==> src/rtl/dds_pkg.sv <==
// Shared types and default sizing for the DDS sweep controller.
// The DDS_TRIANGLE_SWEEP_EN macro (see dds_ftw_stepper) selects triangle vs. sawtooth sweeps.
package dds_pkg;

    localparam int FTW_W_DEFAULT      = 32;
    localparam int DWELL_W_DEFAULT    = 16;
    localparam int SETTLE_MAX_DEFAULT = 255;

    typedef enum logic [2:0] {
        IDLE   = 3'd0,
        LOAD   = 3'd1,
        SETTLE = 3'd2,
        DWELL  = 3'd3,
        STEP   = 3'd4
    } state_t;

endpackage

==> src/rtl/dds_ftw_stepper.sv <==
// Next-FTW calculation: overflow-safe increment, clamp to the stop bound, and pass-complete flag.
// With DDS_TRIANGLE_SWEEP_EN defined it also walks back down to start with underflow detection.
module dds_ftw_stepper
    import dds_pkg::*;
#(
    parameter int FTW_W = FTW_W_DEFAULT
) (
    input  logic [FTW_W-1:0] cur,
    input  logic [FTW_W-1:0] start,
    input  logic [FTW_W-1:0] step,
    input  logic [FTW_W-1:0] stop,
`ifdef DDS_TRIANGLE_SWEEP_EN
    input  logic             dir,
    output logic             dir_next,
`endif
    output logic [FTW_W-1:0] nxt,
    output logic             last
);

    logic [FTW_W:0] sum;
    logic           up_last;

    // The extra sum bit catches wrap-around so a wrapped FTW is never offered.
    always_comb begin
        sum     = {1'b0, cur} + {1'b0, step};
        up_last = sum[FTW_W] || (sum[FTW_W-1:0] > stop) || (step == '0) || (cur >= stop);
    end

`ifdef DDS_TRIANGLE_SWEEP_EN
    logic [FTW_W:0] diff;
    logic           down_ok;

    // dir: 0 = rising, 1 = falling. Turn-around points are never repeated.
    always_comb begin
        diff     = {1'b0, cur} - {1'b0, step};
        down_ok  = !diff[FTW_W] && (diff[FTW_W-1:0] >= start) && (cur > start);
        nxt      = start;
        last     = 1'b0;
        dir_next = dir;
        if (!dir) begin
            if (!up_last) begin
                nxt = sum[FTW_W-1:0];
            end else if (cur == start) begin
                last = 1'b1;
            end else if (down_ok) begin
                nxt      = diff[FTW_W-1:0];
                dir_next = 1'b1;
            end else begin
                dir_next = 1'b1;
            end
        end else begin
            if (down_ok) begin
                nxt = diff[FTW_W-1:0];
            end else if (cur > start) begin
                nxt = start;
            end else begin
                // Back at start: a continuous sweep rises again from here.
                last     = 1'b1;
                dir_next = 1'b0;
                nxt      = up_last ? start : sum[FTW_W-1:0];
            end
        end
    end
`else
    always_comb begin
        nxt  = up_last ? start : sum[FTW_W-1:0];
        last = up_last;
    end
`endif

endmodule

==> src/rtl/dds_sweep_ctrl.sv <==
// Linear FTW sweep sequencer: load, wait for stable DDS output, dwell, advance.
// Build option DDS_TRIANGLE_SWEEP_EN adds a rising/falling direction bit (triangle sweep).
module dds_sweep_ctrl
    import dds_pkg::*;
#(
    parameter int FTW_W      = FTW_W_DEFAULT,
    parameter int DWELL_W    = DWELL_W_DEFAULT,
    parameter int SETTLE_MAX = SETTLE_MAX_DEFAULT
) (
    input  logic               clk,
    input  logic               rst_sys,
    input  logic               cfg_start,
    input  logic [FTW_W-1:0]   cfg_ftw_start,
    input  logic [FTW_W-1:0]   cfg_ftw_step,
    input  logic [FTW_W-1:0]   cfg_ftw_stop,
    input  logic [DWELL_W-1:0] cfg_dwell,
    input  logic               cfg_continuous,
    input  logic               abort,
    input  logic               noise_en,
    output logic [FTW_W-1:0]   ftw_out,
    output logic               ftw_load,
    output logic               busy,
    output logic               point_tick,
    output logic               sweep_done,
    output logic               err_timeout
);

    localparam int SET_W = $clog2(SETTLE_MAX + 1);

    state_t             state_reg, state_next;
    logic [FTW_W-1:0]   cur_reg, cur_next;
    logic [FTW_W-1:0]   ftw_out_reg, ftw_out_next;
    logic [FTW_W-1:0]   start_reg, start_next;
    logic [FTW_W-1:0]   step_reg, step_next;
    logic [FTW_W-1:0]   stop_reg, stop_next;
    logic [DWELL_W-1:0] dwell_reg, dwell_next;
    logic               cont_reg, cont_next;
    logic [DWELL_W-1:0] dwell_cnt_reg, dwell_cnt_next;
    logic [SET_W-1:0]   settle_cnt_reg, settle_cnt_next;
    logic               ftw_load_reg, ftw_load_next;
    logic               point_tick_reg, point_tick_next;
    logic               sweep_done_reg, sweep_done_next;
    logic               err_reg, err_next;
    logic [FTW_W-1:0]   stepper_nxt;
    logic               stepper_last;

`ifdef DDS_TRIANGLE_SWEEP_EN
    logic dir_reg, dir_next, stepper_dir;
`endif

    dds_ftw_stepper #(
        .FTW_W (FTW_W)
    ) u_stepper (
        .cur      (cur_reg),
        .start    (start_reg),
        .step     (step_reg),
        .stop     (stop_reg),
`ifdef DDS_TRIANGLE_SWEEP_EN
        .dir      (dir_reg),
        .dir_next (stepper_dir),
`endif
        .nxt      (stepper_nxt),
        .last     (stepper_last)
    );

    always_ff @(posedge clk) begin
        if (rst_sys) begin
            state_reg      <= IDLE;
            cur_reg        <= '0;
            ftw_out_reg    <= '0;
            start_reg      <= '0;
            step_reg       <= '0;
            stop_reg       <= '0;
            dwell_reg      <= '0;
            cont_reg       <= 1'b0;
            dwell_cnt_reg  <= '0;
            settle_cnt_reg <= '0;
            ftw_load_reg   <= 1'b0;
            point_tick_reg <= 1'b0;
            sweep_done_reg <= 1'b0;
            err_reg        <= 1'b0;
`ifdef DDS_TRIANGLE_SWEEP_EN
            dir_reg        <= 1'b0;
`endif
        end else begin
            state_reg      <= state_next;
            cur_reg        <= cur_next;
            ftw_out_reg    <= ftw_out_next;
            start_reg      <= start_next;
            step_reg       <= step_next;
            stop_reg       <= stop_next;
            dwell_reg      <= dwell_next;
            cont_reg       <= cont_next;
            dwell_cnt_reg  <= dwell_cnt_next;
            settle_cnt_reg <= settle_cnt_next;
            ftw_load_reg   <= ftw_load_next;
            point_tick_reg <= point_tick_next;
            sweep_done_reg <= sweep_done_next;
            err_reg        <= err_next;
`ifdef DDS_TRIANGLE_SWEEP_EN
            dir_reg        <= dir_next;
`endif
        end
    end

    always_comb begin
        state_next      = state_reg;
        cur_next        = cur_reg;
        ftw_out_next    = ftw_out_reg;
        start_next      = start_reg;
        step_next       = step_reg;
        stop_next       = stop_reg;
        dwell_next      = dwell_reg;
        cont_next       = cont_reg;
        dwell_cnt_next  = dwell_cnt_reg;
        settle_cnt_next = settle_cnt_reg;
        ftw_load_next   = 1'b0;
        point_tick_next = 1'b0;
        sweep_done_next = 1'b0;
        err_next        = err_reg;
`ifdef DDS_TRIANGLE_SWEEP_EN
        dir_next        = dir_reg;
`endif

        // abort in IDLE also suppresses a coincident cfg_start.
        if (abort && (state_reg != IDLE)) begin
            state_next = IDLE;
        end else begin
            case (state_reg)
                IDLE: begin
                    if (cfg_start && !abort) begin
                        start_next      = cfg_ftw_start;
                        step_next       = cfg_ftw_step;
                        stop_next       = cfg_ftw_stop;
                        dwell_next      = cfg_dwell;
                        cont_next       = cfg_continuous;
                        cur_next        = cfg_ftw_start;
                        err_next        = 1'b0;
                        dwell_cnt_next  = '0;
                        settle_cnt_next = '0;
`ifdef DDS_TRIANGLE_SWEEP_EN
                        dir_next        = 1'b0;
`endif
                        state_next      = LOAD;
                    end
                end
                LOAD: begin
                    ftw_out_next    = cur_reg;
                    ftw_load_next   = 1'b1;
                    settle_cnt_next = '0;
                    state_next      = SETTLE;
                end
                SETTLE: begin
                    if (noise_en) begin
                        dwell_cnt_next = (dwell_reg == '0) ? '0 : dwell_reg - DWELL_W'(1);
                        state_next     = DWELL;
                    end else if (settle_cnt_reg == SET_W'(SETTLE_MAX - 1)) begin
                        err_next   = 1'b1;
                        state_next = IDLE;
                    end else begin
                        settle_cnt_next = settle_cnt_reg + SET_W'(1);
                    end
                end
                DWELL: begin
                    // Losing stability restarts both the settle wait and the full dwell.
                    if (!noise_en) begin
                        settle_cnt_next = '0;
                        state_next      = SETTLE;
                    end else if (dwell_cnt_reg == '0) begin
                        point_tick_next = 1'b1;
                        state_next      = STEP;
                    end else begin
                        dwell_cnt_next = dwell_cnt_reg - DWELL_W'(1);
                    end
                end
                STEP: begin
                    if (stepper_last && !cont_reg) begin
                        sweep_done_next = 1'b1;
                        state_next      = IDLE;
                    end else begin
                        cur_next   = stepper_nxt;
`ifdef DDS_TRIANGLE_SWEEP_EN
                        dir_next   = stepper_dir;
`endif
                        state_next = LOAD;
                    end
                end
                default: state_next = IDLE;
            endcase
        end
    end

    assign ftw_out     = ftw_out_reg;
    assign ftw_load    = ftw_load_reg;
    assign busy        = (state_reg != IDLE);
    assign point_tick  = point_tick_reg;
    assign sweep_done  = sweep_done_reg;
    assign err_timeout = err_reg;

endmodule

==> config.mk <==
export PLATFORM = sky130hd
export DESIGN_NAME = dds_sweep_ctrl
export DESIGN_NICKNAME = d
export VERILOG_FILES = /design/src/rtl/dds_pkg.sv /design/src/rtl/dds_ftw_stepper.sv /design/src/rtl/dds_sweep_ctrl.sv
export SDC_FILE = /design/constraint.sdc
export NUM_CORES = 1
export LEC_CHECK = 0
export ABC_AREA = 1
export BUFFER_PORTS_ARGS = -buffer_cell sky130_fd_sc_hd__buf_4
export CORE_UTILIZATION = 54
export DETAILED_ROUTE_END_ITERATION = 10
export PLACE_DENSITY_LB_ADDON = 0.1
export SYNTH_ARGS = -nofsm -noshare
export SYNTH_HDL_FRONTEND = slang
export SYNTH_SLANG_ARGS = --single-unit
==> constraint.sdc <==
create_clock -name clk -period 3.22 [get_ports clk]
set_input_delay 0.161 -clock clk [delete_from_list [all_inputs] [get_ports clk]]
set_output_delay 0.161 -clock clk [all_outputs]
set_load 0.05 [all_outputs]
==> results.txt <==
final period utilization - 116%
cell count after placement - 2509
Die Y - 156 um
worst-path fanout max - 5
Setup WS post-layout - -0.522 ns
setup violators final - 34
Design Area, Final - 18700 um^2
via count - 14600
Core ar. - 22900 um^2
PD cells - 1060 nW/um^2
Hold Path Class - input pin to flop
Max Buffers Root-to-Sink - 3
most frequent cells in the layout - nand2_1, buf_4, inv_1
Placed Area - 15300 um^2
# fillers - 1531
global-route wire length before repair - 68.7 mm
max-cap viol count - 0
die area - 24300 um^2
Least-Margin Pin Slew - 0.737 ns
post-synthesis cell type count - 47
# IOs - 155
failing checks - setup timing
Pre-antenna DRT Iters - 5
cells on worst reg2reg path - 25
commonest non-fill, non-tap cell in the layout - nand2_1
Worst path slowest cell - dfxtp_1
grt met2 use - 60.9%
synthesized flop and latch total - 208
Syn-to-layout area delta - 46.4%
DRC viols - 0
critical path class - flop to flop
Non-Filler Instances - 2684
FF-to-FF setup slack - -0.52 ns
per-cell routed wire length - 16.9 um
Clock Root Buffer - clkbuf_16
diode count - 0
Num CTS Buffers - 24
Critical Path End Type - flop
Via density - 5.43
RSZ-0062 raised after global routing - yes
DP HPWL - 28.9 mm
CP startpoint kind - flop
share of cells above drive strength 1 - 27.4%
sequential area share after synthesis - 32.5%
chip width - 156 um
dominant synthesized flop cell - dfxtp_1
input/output buffers - 154
Crit path depth - 25
Clock Skew - 0.0166 ns
Buf/Inv on CP - 3
fmax - 267 MHz
Ys Warns - 0
met1 usage - 44.3%
Mapped Cells - 1954
CP max stage delay - 0.42 ns
area of the multi-input gates - 8320 um^2
Worst-Skew Late Latency - 0.52 ns
Worst slew margin - 50.9%
status - complete, but fails checks
CTS tree - yes
Final min period - 3.74 ns
all-layer global routing usage - 35.1%
IR drop worst, VDD - 0.910 mV
Reg area - 4200 um^2
crit path DAT - 4.19 ns
Clock Pin Slew Worst Setup and Hold Paths - 0.06 ns
aggregate global routing overflow - 0
row cnt - 55
remaining antenna violation count after routing - 0
WL final - 45.5 mm
Avg Inst Size Synth - 6.55 um^2
CP most frequent cell - nand2_1
Final Hold Fails - 0
H-tree depth reported by CTS - 1
Worst R2R End - cur_reg[27]$_SDFFE_PP0P_
vias in the first global route - 14100
Initial DRC Count - 1177
met3 usage - 4.11%
crit-path leading delay family - simple AND/OR/NAND/NOR gates
Clock Sinks - 208
Crit. Startpoint - cur_reg[2]$_SDFFE_PP0P_
initial antenna violation count - 0
number of synthesized flops with an enable pin - 0
dpl ws - -0.778 ns
worst setup path endpoint - cur_reg[27]$_SDFFE_PP0P_
largest net degree at the start of global routing - 82
TNS Setup - -16.00 ns
Final nets - 2572
ys async rst share - 0%
Leakage - 9.08 nW
syn_nets - 2173
GP Congestion - 1.01
Final Max Slew Viols - 0
reg2reg start - cur_reg[2]$_SDFFE_PP0P_
Initial Util - 55.9%
required time of the critical path - 3.67 ns
Mapped Area - 12800 um^2
gr busiest metal - met2
metal layers:
layer	up-vias	wire, um
li1	7107	-
met1	6792	19000
met2	546	21500
met3	139	2860
met4	0	2130
met5	-	0
synthesized netlist by cell type (all sizes together) (3+ instances only):
cell type  count  area, um^2
o21bai         7        52.6
a211oi         3        27.5
ha           100        1250
nand3        108         568
dfxtp        208        4160
o21a           3        22.5
nor2         234         888
nand2        440        1650
a31oi          9        56.3
nor3          21         115
o21ai        187         940
a21o           7        52.6
xnor2          3        26.3
clkbuf        47         176
nand4          9        56.3
inv          269        1010
or2            5        31.3
nand3b         9        67.6
xor2          26         228
buf           30         190
and2           3        18.8
nor3b          3        22.5
a21oi        207        1040
nor4           6        52.6
layout make-up:
cell class / count / share of cell area, %
Inverter: 269 / 5.40
Sequential cell: 208 / 22.4
Clock inverter: 6 / 0.694
Tap cell: 313 / 2.09
Clock buffer: 38 / 4.08
Timing Repair Buffer: 450 / 21.0
Multi-Input combinational cell: 1400 / 44.4
power by group:
group / switching (mW) / internal (mW) / total [mW]
clock network: 1.13 / 1.94 / 3.07
logic: 7.63 / 5.15 / 12.8
registers: 0.617 / 3.46 / 4.08
total: 9.38 / 10.6 / 19.9
timing repair:
item                       CTS  global route
hold buffers               109             0
gates resized for setup     87           196
hold endpoints to repair   134             0
setup endpoints to repair   34            34
gates cloned                 3             6
pin swaps                   25            42
buffers inserted             6             7
how the worst min path moves through the flow:
stage	startpoint	to	cells past startpoint
2_1_floorplan	rst_sys	dwell_cnt_reg[10]$_SDFFE_PP0P_	1
3_3_place_gp	rst_sys	dwell_cnt_reg[10]$_SDFFE_PP0P_	2
3_5_place_dp	rst_sys	dwell_cnt_reg[10]$_SDFFE_PP0P_	2
4_1_cts	cfg_ftw_stop[30]	stop_reg[30]$_SDFFE_PP0P_	3
5_1_grt	cfg_ftw_stop[30]	stop_reg[30]$_SDFFE_PP0P_	3
6_report	cfg_ftw_stop[30]	stop_reg[30]$_SDFFE_PP0P_	3
kinds of logic after synthesis:
group / count (synthesis) / share of synthesized area (%)
AOI/OAI and AO/OA: 430 / 17.6
xor gates and xnor gates: 29 / 1.98
adders and majority gates: 101 / 9.93
buffers and inverters: 346 / 10.7
DFF: 208 / 32.5
and+or+nand+nor: 840 / 27.2
worst reg2reg max path, stage by stage (launching register included):
cell and delay (ns):
dfxtp_1 0.42, ha_4 0.25, nand3_1 0.09, nand3_2 0.11
nand3_1 0.10, nand2_2 0.11, nand2_1 0.11, nand2_2 0.11
xor2_2 0.22, inv_1 0.07, ha_1 0.29, a21oi_1 0.20
o21ai_0 0.19, a21oi_2 0.19, nand2_1 0.09, nand2_1 0.08
nand2_2 0.06, nand2_1 0.11, nand3_4 0.11, nand3_4 0.09
nand3_4 0.10, buf_12 0.17, clkbuf_16 0.17, nand2_1 0.06
nand2_1 0.05, nor2_1 0.11
per-stage QoR:
| stage | hold WS [ns] | util, % | total power, mW |
|---|---|---|---|
| after global placement | 0.407 | 66.9 | 14.1 |
| after detailed placement | 0.420 | 66.9 | 14.3 |
| final | 0.0170 | 81.8 | 19.9 |
| after CTS | 0.00109 | 78.2 | 18.4 |
| after floorplan | 0.230 | - | 10.6 |
| after global routing | 0.0128 | 81.8 | 21.3 |
Note: power is estimated with default switching activity, not from simulation.
